[src/rtl/cnn1d_pkg.sv]
// Shared types and helpers for the conv1d parameter path.
package cnn1d_pkg;

    typedef enum logic [1:0] {
        ST_LOAD      = 2'd0,
        ST_FLUSH     = 2'd1,
        ST_WAIT_IDLE = 2'd2,
        ST_READY     = 2'd3
    } loader_state_e;

    // Never returns less than 1 so a single-entry RAM still gets a 1-bit address.
    function automatic int clog2(input int n);
        int w;
        w = 1;
        while ((1 << w) < n) w++;
        return w;
    endfunction

endpackage

[src/rtl/conv1d_param_tag_pipe.sv]
// Shift register that carries valid+index alongside each RAM read so the
// write strobe lines up with the returning read data.
module conv1d_param_tag_pipe #(
    parameter int DEPTH       = 1,
    parameter int INDEX_WIDTH = 1
) (
    input  logic                   clk,
    input  logic                   rst,
    input  logic                   in_valid,
    input  logic [INDEX_WIDTH-1:0] in_index,
    output logic                   out_valid,
    output logic [INDEX_WIDTH-1:0] out_index,
    output logic                   drain_done
);

    logic [DEPTH-1:0]       valid_q;
    logic [INDEX_WIDTH-1:0] index_q [DEPTH];

    always_ff @(posedge clk) begin
        if (!rst) begin
            valid_q <= '0;
            for (int i = 0; i < DEPTH; i++) index_q[i] <= '0;
        end else begin
            valid_q[0] <= in_valid;
            index_q[0] <= in_index;
            for (int i = 1; i < DEPTH; i++) begin
                valid_q[i] <= valid_q[i-1];
                index_q[i] <= index_q[i-1];
            end
        end
    end

    assign out_valid = valid_q[DEPTH-1];
    assign out_index = index_q[DEPTH-1];

    // True when nothing will remain in flight after the current edge.
    always_comb begin
        drain_done = 1'b1;
        for (int i = 0; i < DEPTH - 1; i++) begin
            if (valid_q[i]) drain_done = 1'b0;
        end
    end

endmodule

[src/rtl/conv1d_param_loader.sv]
// Streams every filter's weights and bias from RAM into the per-filter
// registers after reset and on request, once the datapath has drained.
module conv1d_param_loader
    import cnn1d_pkg::*;
#(
    parameter int DATA_WIDTH  = 32,
    parameter int NUM_FILTERS = 32,
    parameter int FILTER_SIZE = 5,
    parameter int RAM_LATENCY = 1
) (
    input  logic                              clk,
    input  logic                              rst,
    input  logic                              reload_req,
    input  logic                              datapath_idle,
    output logic [clog2(NUM_FILTERS)-1:0]     ram_address,
    output logic                              ram_rden,
    input  logic [DATA_WIDTH*FILTER_SIZE-1:0] weight_ram_q,
    input  logic [DATA_WIDTH-1:0]             bias_ram_q,
    output logic                              param_wr_en,
    output logic [clog2(NUM_FILTERS)-1:0]     param_wr_filter,
    output logic [DATA_WIDTH*FILTER_SIZE-1:0] param_wr_weights,
    output logic [DATA_WIDTH-1:0]             param_wr_bias,
    output logic                              params_valid,
    output logic                              loader_busy,
    output logic [7:0]                        load_count,
    output loader_state_e                     dbg_state
);

    localparam int            AW        = clog2(NUM_FILTERS);
    localparam logic [AW-1:0] LAST_ADDR = AW'(NUM_FILTERS - 1);

    loader_state_e state;
    logic          pending;
    logic          drain_done;

    always_ff @(posedge clk) begin
        if (!rst) begin
            state        <= ST_LOAD;
            ram_rden     <= 1'b0;
            ram_address  <= '0;
            pending      <= 1'b0;
            params_valid <= 1'b0;
            load_count   <= 8'd0;
        end else begin
            if (reload_req && state != ST_READY) pending <= 1'b1;
            case (state)
                ST_LOAD: begin
                    // rden low inside LOAD only happens on the edge leaving reset.
                    if (!ram_rden) begin
                        ram_rden    <= 1'b1;
                        ram_address <= '0;
                    end else if (ram_address == LAST_ADDR) begin
                        ram_rden <= 1'b0;
                        state    <= ST_FLUSH;
                    end else begin
                        ram_address <= ram_address + AW'(1);
                    end
                end
                ST_FLUSH: begin
                    if (drain_done) begin
                        if (load_count != 8'hFF) load_count <= load_count + 8'd1;
                        if (pending || reload_req) begin
                            state <= ST_WAIT_IDLE;
                        end else begin
                            state        <= ST_READY;
                            params_valid <= 1'b1;
                        end
                    end
                end
                ST_WAIT_IDLE: begin
                    if (datapath_idle) begin
                        state       <= ST_LOAD;
                        ram_rden    <= 1'b1;
                        ram_address <= '0;
                        pending     <= 1'b0;
                    end
                end
                ST_READY: begin
                    if (reload_req) begin
                        params_valid <= 1'b0;
                        state        <= ST_WAIT_IDLE;
                    end
                end
                default: state <= ST_LOAD;
            endcase
        end
    end

    conv1d_param_tag_pipe #(
        .DEPTH       (RAM_LATENCY),
        .INDEX_WIDTH (AW)
    ) u_tag_pipe (
        .clk        (clk),
        .rst        (rst),
        .in_valid   (ram_rden),
        .in_index   (ram_address),
        .out_valid  (param_wr_en),
        .out_index  (param_wr_filter),
        .drain_done (drain_done)
    );

    // RAM stores tap 0 in the most significant word; registers want tap k at slice k.
    always_comb begin
        param_wr_weights = '0;
        for (int k = 0; k < FILTER_SIZE; k++) begin
            param_wr_weights[k*DATA_WIDTH +: DATA_WIDTH] =
                weight_ram_q[(FILTER_SIZE-1-k)*DATA_WIDTH +: DATA_WIDTH];
        end
    end

    assign param_wr_bias = bias_ram_q;
    assign loader_busy   = (state != ST_READY);
    assign dbg_state     = state;

endmodule

[config.mk]
export PLATFORM = sky130hd
export DESIGN_NAME = conv1d_param_loader
export DESIGN_NICKNAME = d
export VERILOG_FILES = /design/src/rtl/cnn1d_pkg.sv /design/src/rtl/conv1d_param_tag_pipe.sv /design/src/rtl/conv1d_param_loader.sv
export SDC_FILE = /design/constraint.sdc
export NUM_CORES = 1
export LEC_CHECK = 0
export BUFFER_PORTS_ARGS = -buffer_cell sky130_fd_sc_hd__buf_2
export CORE_AREA = 2 2 158 160
export DETAILED_ROUTE_END_ITERATION = 6
export DIE_AREA = 0 0 160 162
export HOLD_SLACK_MARGIN = 0.1
export SYNTH_ARGS = -nofsm -noshare
export SYNTH_HDL_FRONTEND = slang
export SYNTH_SLANG_ARGS = --single-unit
[constraint.sdc]
create_clock -name clk -period 4.31 [get_ports clk]
set_input_delay 0.862 -clock clk [delete_from_list [all_inputs] [get_ports clk]]
set_output_delay 0.862 -clock clk [all_outputs]
set_load 0.1 [all_outputs]
After elaboration in Yosys (flattened, before gate mapping)
Memories as Yosys holds them, arrays and structs flattened.
Cells that the tools add are included.

word-level totals
  flip-flop bits (word level) = 19
  bits in writable memories = 5
  bits of input ports = 196
  output and inout port bits = 216
  word-level logic and storage cells = 57
  memories = 1

memories
  name                depth  width  rd ports  clocked after memory_dff  wr ports  RTL line                     source
  u_tag_pipe.index_q  1      5      1         0                         1         conv1d_param_tag_pipe.sv:17  logic [INDEX_WIDTH-1:0] index_q [DEPTH];

operators by class
  $add $sub $neg = 2
  eq/ne operators = 12
  muxes and demuxes = 24
  reductions and logical operators = 11

operator list
  kind                                                              count
  5-bit two-way mux                                                 4
  1-bit two-way mux                                                 12
  2-bit != test (second input constant)                             6
  5-bit case mux with 2 select lines                                1
  8-bit by 1-bit adder with 8-bit output (second input constant)    1
  2-bit two-way mux                                                 4
  8-bit != test (second input constant)                             1
  2-bit case mux with 4 select lines                                1
  3-bit AND reduction                                               2
  5-bit by 1-bit adder with 5-bit output (second input constant)    1
  5-bit == test (second input constant)                             1
  5-bit OR reduction                                                1
  2-bit == test (second input constant)                             2
  1-bit case mux with 2 select lines                                2
  2-bit AND reduction                                               2
  4-bit AND reduction                                               1
  2-bit nonzero test                                                2
  3-bit != test (second input constant)                             1
  2-bit by 1-bit == test with 1-bit output (second input constant)  1
  2-bit zero test                                                   1
  1-bit logical AND                                                 1
  1-bit logical OR                                                  1

Logic depth before layout (Yosys ltp)
Gate-level depths: netlist of the first run.

  depth after elaboration = 5
  gate-level depth with buffers = 7
  depth with buffers taken out = 6

Modules after synthesis
From an unflattened synthesis of the first run, not the netlist that was laid out.

unflattened totals
  cells, all modules = 305
  area total of the unflattened synthesis = 2508.7 um^2

modules (own cells, without submodules)
  module                 times used  cells each  area each (um^2)  seq. area each (um^2)
  conv1d_param_loader    1           291         2339.7            360.3
  conv1d_param_tag_pipe  1           14          168.9             120.1

Worst setup path after synthesis of the first run
OpenSTA, ideal clock, no wires.

  path kind = register to output
  from = reg state[0] (netlist: dbg_state[0])
  to = out loader_busy
  data arrival time = 2.009 ns
  data required time = 3.448 ns
  path slack = 1.439 ns
  stages on the path, launching flop included = 4
  buffers on the path = 2
  cell sequence = dfxtp_1 > buf_2 > buf_2 > nand2_1

on the way
  word-level cells in the longest chain between the ends = 1

ends and longest elaborated chain
  element                 RTL line                    source
  start, declared         conv1d_param_loader.sv:32   loader_state_e state;
  start signal, assigned  conv1d_param_loader.sv:38   state <= ST_LOAD;
  start signal, assigned  conv1d_param_loader.sv:54   state <= ST_FLUSH;
  start signal, assigned  conv1d_param_loader.sv:63   state <= ST_WAIT_IDLE;
  2-bit != test           conv1d_param_loader.sv:112  assign loader_busy = (state != ST_READY);
  end, declared           conv1d_param_loader.sv:24   output logic loader_busy,

No other way between the ends.

Final worst setup path of the first run
  from = reg state[0] (netlist: dbg_state[0])
  to = out dbg_state[0]

RTL lines
  element        RTL line                   source
  end, declared  conv1d_param_loader.sv:26  output loader_state_e dbg_state

No word-level cell between the ends.

==> results of run 1 <==
## metal layers
metal	part of all wire, %	global-route usage, %	wire [um]
met5	0.18	0	13
met4	11	6.47	836
met3	16	3.45	1190
met2	43	7.81	3160
met1	29	4.25	2170
## synthesized netlist by cell type
library cell    n
and3b_1         1
buf_4         192
a31oi_1         2
o32ai_1         1
o31ai_1         3
o21ai_0         4
inv_1           5
and4_1          2
nor4_1          2
a41oi_1         1
nand2b_1        4
o221a_2         1
buf_6           1
o21a_1          1
or4_1           2
buf_2           4
mux2i_1         3
nor4bb_1        1
nor2b_1         4
and2_1          5
clkbuf_1        2
and3_1          4
a21oi_1         6
o31a_1          3
a211oi_1        2
nor3_1          4
nand3b_1        1
dfxtp_1        24
a311oi_1        1
ha_1            3
nand3_1         1
nor3b_1         1
nand4_1         3
o41ai_1         1
nand2_1        10
and4b_1         1
a21boi_1        1
a41o_1          2
nand4b_1        2
nor2_1          4
## power by group through the flow
stage	sequential [mW]	clock, mW	combinational, mW
2_1_floorplan	0.257	0	0.849
3_3_place_gp	0.234	0	0.0426
3_5_place_dp	0.234	0	0.0432
4_1_cts	0.229	0.277	0.0431
5_1_grt	0.230	0.283	0.0444
6_report	0.229	0.271	0.0423
## cell type report
type	instances	share of cell area [%]
clock inverter	1	1.74
timing repair buffer	27	7.81
inverter	5	1.09
tap	324	23.4
sequential	24	27.8
multi-input combinational	87	33.8
clock buffer	3	4.34
## kinds of logic after synthesis
group	count (synthesis)
DFF	24
adders and majority gates	3
muxes	3
buffers and inverters	204
AOI/OAI and AO/OA	29
and+or+nand+nor	52
## worst paths after layout
path	start	end	slack, ns	depth (start not counted)
max	dbg_state[0]$_SDFFE_PN0P_	dbg_state[0]	1.88	1
min	params_valid$_SDFFE_PN0P_	params_valid$_SDFFE_PN0P_	0.49	2
max reg2reg	ram_address[0]$_SDFFE_PN0P_	ram_address[2]$_SDFFE_PN0P_	2.32	6
min reg2reg	params_valid$_SDFFE_PN0P_	params_valid$_SDFFE_PN0P_	0.49	2
## metrics by stage
| stage | utilization, % | worst slack [ns] |
|---|---|---|
| 2_1_floorplan | - | 1.44 |
| 3_3_place_gp | 6.74 | 2.19 |
| 3_5_place_dp | 6.74 | 2.14 |
| 4_1_cts | 7.17 | 1.85 |
| 5_1_grt | 7.17 | 1.82 |
| 6_report | 7.17 | 1.88 |
## flip-flops by register name, summed over array words and instances (netlist names)
signal and count:
pending 1, load_count 8, u_tag_pipe.index_q 5, dbg_state 2
u_tag_pipe.out_valid 1, params_valid 1, ram_rden 1, ram_address 5
==> impl_metrics.ini, run 1 <==
[power]
p_seq_share_pct = 42.3
powerDensity_nw_per_um2 = 314
switchingPower_mw = 0.125
combPwrFrac_pct = 7.8
p_int_mw = 0.417
p_clk_share_pct = 49.9
p_leak_nw = 0.612
vdd_drop_max_uv = 171
power_mw = 0.542
switching_share_pct = 23.0

[sta]
fin_skew_ns = 0.00624
slew_headroom_pct = 50.0
timing_hold_violations_final = 0
finalSetupViolCount = 0
max_freq_mhz = 412
finalSetupTns_ns = 0
worstMarginPinSlew_ns = 0.749
finalCritPeriodShare_pct = 56.4
rsz0062_at_grt = no
finalHoldWorstSlack_ns = 0.488
report.final.slew_viol_count = 0
min_period_ns = 2.43

[clock_network]
cts_root_buffer = clkbuf_16
cts_resized = 0
cts.htree.levels = 1
cts_buffers = 3
insertion_delay_ns = 0.26
clkTransAtPathRegs_ns = 0.06
cts_setup_buffers = 0
postCtsHoldBufs = 0
clkSinkCount = 24
clockBufferDepth = 2
cts_tree = built

[yosys]
synth_cells = 315
yosysTopAreaCell = buf_4
yosysTopAreaCellShare_pct = 56.2
synth.cell_area_sq_um = 2560
ys_ff_latch = 24
synth_fa_ha_area_share_pct = 1.46
ys_warn_count = 0
synth.area.top_cells = buf_4, dfxtp_1, ha_1, nand2_1, and2_1
synth-compound-area-share_pct = 8.10
synth.distinct_cells = 40
synth_xor_area_share_pct = 0
synth_top_family_by_area = buffers and inverters
avgSynthCellArea_sq_um = 8.14
syn_nets = 514
ys_seq_area_share_pct = 18.7
synthSimpleGateAreaFrac_pct = 12.1
yosys-mux-area-fraction_pct = 1.17

[worst_setup_path]
crit_family = flip-flops
cp_slowest_cell = dfxtp_1
path_buf_inv = 1
startpoint_type = flop
worstPathRequired_ns = 3.45
crit_arrival_ns = 1.57
slowest_delay_ns = 0.76
end_kind = output port
path_cells = buf_2
crit_fanout = 22
path_class = reg -> out

[floorplanning]
dieArea_sq_um = 25900
pin_count = 412
num_rows = 57
initial_utilization_pct = 10.6
die_height_um = 162
coreArea_sq_um = 24100
die_w_um = 160

[detailed_routing]
ant_nets = 0
drt_iter0_drc = 72
wl_per_cell_um = 15.6
num_vias = 1317
drt_pre_antenna_iters = 4
viasPerCell = 2.80
wl_um = 7370
drc_errors = 0

[placed_design]
placed_area_sq_um = 1620
gp_congestion = 0.697
place.port_buffers = 27
dp.cells = 467
hpwl_um = 5950

[global_routing]
grt_overflow = 0
grt_max_degree = 23
antenna_found_initial = 1
grt_pass1_wl_um = 9620
track_usage_pct = 5.23
grt_pass1_vias = 1356

[min_path]
hold_class = reg -> reg

[layout]
final_cells = 471
ff_latch_area_sq_um = 480
fillCellCount = 2886
n_antenna_cell = 0
multi_input_comb_area_sq_um = 584
nNetsFinal = 347
final_cell_mix = buf_2, dfxtp_1, nand2_1
final_common_cell = buf_2
drive_gt1_share_pct = 21.8
area_growth_pct = -32.6
finalInstanceArea_sq_um = 1730

[status]
status = complete, no violations

[run]
maxCapViolations = 0
Note: power is estimated with default switching activity, not from simulation.
==> inputs of run 2 (changes only) <==
--- a/config.mk
+++ b/config.mk
@@ -6,9 +6,9 @@
 export NUM_CORES = 1
 export LEC_CHECK = 0
 export BUFFER_PORTS_ARGS = -buffer_cell sky130_fd_sc_hd__buf_2
-export CORE_AREA = 2 2 158 160
+export CORE_AREA = 2 2 159 161
 export DETAILED_ROUTE_END_ITERATION = 6
-export DIE_AREA = 0 0 160 162
+export DIE_AREA = 0 0 161 163
 export HOLD_SLACK_MARGIN = 0.1
 export SYNTH_ARGS = -nofsm -noshare
 export SYNTH_HDL_FRONTEND = slang
==> constraint.sdc (replaced) <==
create_clock -name clk -period 2.5 [get_ports clk]
set_input_delay 0.5 -clock clk [delete_from_list [all_inputs] [get_ports clk]]
set_output_delay 0.5 -clock clk [all_outputs]
set_load 0.1 [all_outputs]
==> run 2 against run 1 <==
Global-route usage increased by 0.35 points. Via count shrank 0.23%. Power increased by 73%. Utilization down 0.13 points. Register-to-register slack got worse by 1.8 ns. Non-clock buffer count unchanged. Clock skew down 0.0050 ns. Worst setup slack lost 1.3 ns. Flip-flop and latch count unchanged. Routed wire length rose by 7.8%. Critical path depth rose by 5. Highest routed layer is now met4.
==> impl_metrics.ini, run 2 (synthesis gave the netlist of run 1 again) <==
[clock_network]
clkTransAtPathRegs_ns = 0.07
cts_resized = 0
cts_tree = built
cts_buffers = 3
clkSinkCount = 24
insertion_delay_ns = 0.26
postCtsHoldBufs = 0
cts_setup_buffers = 0
clockBufferDepth = 2
cts_root_buffer = clkbuf_16
cts.htree.levels = 1

[placed_design]
dp_worst_setup_slack_ns = 0.564
gp_congestion = 0.659
place.port_buffers = 27
hpwl_um = 6610
dp.cells = 473

[sta]
slew_headroom_pct = 48.0
fin_ws_ns = 0.541
min_period_ns = 1.96
report.final.slew_viol_count = 0
finalSetupTns_ns = 0
rsz0062_at_grt = no
fin_skew_ns = 0.00126
timing_hold_violations_final = 0
worstMarginPinSlew_ns = 0.778
finalSetupViolCount = 0
finalCritPeriodShare_pct = 78.4
finalHoldWorstSlack_ns = 0.489
max_freq_mhz = 510

[status]
status = complete, no violations

[layout]
largest_register = load_count
top_regs = load_count: 8 flops, ram_address: 5 flops, u_tag_pipe.index_q: 5 flops
final_cells = 477
drive_gt1_share_pct = 22.4
area_growth_pct = -32.2
n_antenna_cell = 0
largest_register_ffs = 8
final_common_cell = buf_2
final_cell_mix = buf_2, dfxtp_1, nand2_1
nNetsFinal = 347

[floorplanning]
dieArea_sq_um = 26200
die_w_um = 161
num_rows = 58
die_height_um = 163
initial_utilization_pct = 10.4
pin_count = 412
coreArea_sq_um = 24700

[detailed_routing]
viasPerCell = 2.75
wl_um = 7940
drt_pre_antenna_iters = 4
num_vias = 1314
ant_nets = 0
wl_per_cell_um = 16.7
drc_errors = 0
drt_iter0_drc = 36

[power]
vdd_drop_max_uv = 190
p_clk_share_pct = 50.3
switchingPower_mw = 0.216
p_seq_share_pct = 42.2
p_leak_nw = 0.613
p_int_mw = 0.720
power_mw = 0.937
combPwrFrac_pct = 7.5
switching_share_pct = 23.1
powerDensity_nw_per_um2 = 539

[worst_setup_path]
path_buf_inv = 0
cp_slowest_cell = or4_1
critPathMostFrequentCell = ha_1
path_cells = ha_1 -> and3_1 -> ha_1 -> and3b_1 -> or4_1 -> a21oi_1
slowest_delay_ns = 0.52
crit_arrival_ns = 2.16
worstPathRequired_ns = 2.70
path_class = reg -> reg
crit_fanout = 9
crit_family = simple AND/OR/NAND/NOR gates
startpoint_type = flop
end_kind = flop

[global_routing]
grt_overflow = 0
antenna_found_initial = 0
grtUsageMet2_pct = 8.41
grt_pass1_vias = 1326
track_usage_pct = 5.58
gr-usage-met3_pct = 5.65
top_usage_layer = met2
grt_max_degree = 23
grt_pass1_wl_um = 10200
use_met1_pct = 3.30

[run]
maxCapViolations = 0

[min_path]
hold_class = reg -> reg
run 2: cell count changes in the layout (fill, tap and decap cells not counted):
cell,previous run,this run
dfxtp_1,24,23
dfxtp_2,0,1
run 2: final cells by class:
class	count	area, sq um
Sequential cell	24	482
Fill cell	2931	22900
Timing Repair Buffer	27	135
Inverter	5	18.8
Multi-Input combinational cell	87	584
Clock buffer	3	75.1
Tap cell	330	413
Clock inverter	1	30.0
run 2: layer usage:
metal  vias to the layer above  share of wire, %
met1                       519                21
met5                         -                 0
met3                        93                23
met2                       192                44
met4                         0                12
li1                        510                 -
run 2: per-stage QoR:
stage               util (%)  area [sq um]
detailed placement      6.62          1630
global placement        6.62          1630
finish                  7.04          1740
global route            7.04          1740
floorplan                  -          2560
CTS                     7.04          1740
run 2: worst paths after layout:
kind                               startpoint                          end  slack (ns)  depth (start not counted)
hold reg to reg     params_valid$_SDFFE_PN0P_    params_valid$_SDFFE_PN0P_        0.49                          2
hold / removal      params_valid$_SDFFE_PN0P_    params_valid$_SDFFE_PN0P_        0.49                          2
setup reg to reg  ram_address[0]$_SDFFE_PN0P_  ram_address[2]$_SDFFE_PN0P_        0.54                          6
setup / recovery  ram_address[0]$_SDFFE_PN0P_  ram_address[2]$_SDFFE_PN0P_        0.54                          6
run 2: worst reg2reg max path, cell delays in order (launching register included):
cell and delay (ns):
dfxtp_1 0.36, ha_1 0.22, and3_1 0.18, ha_1 0.18, and3b_1 0.28, or4_1 0.53, a21oi_1 0.14
run 2: power groups by stage:
stage / logic (mW) / registers (mW) / clock network, mW
floorplan: 1.46 / 0.443 / 0
global placement: 0.0735 / 0.403 / 0
detailed placement: 0.0730 / 0.404 / 0
CTS: 0.0730 / 0.395 / 0.486
global route: 0.0757 / 0.396 / 0.494
finish: 0.0706 / 0.395 / 0.471
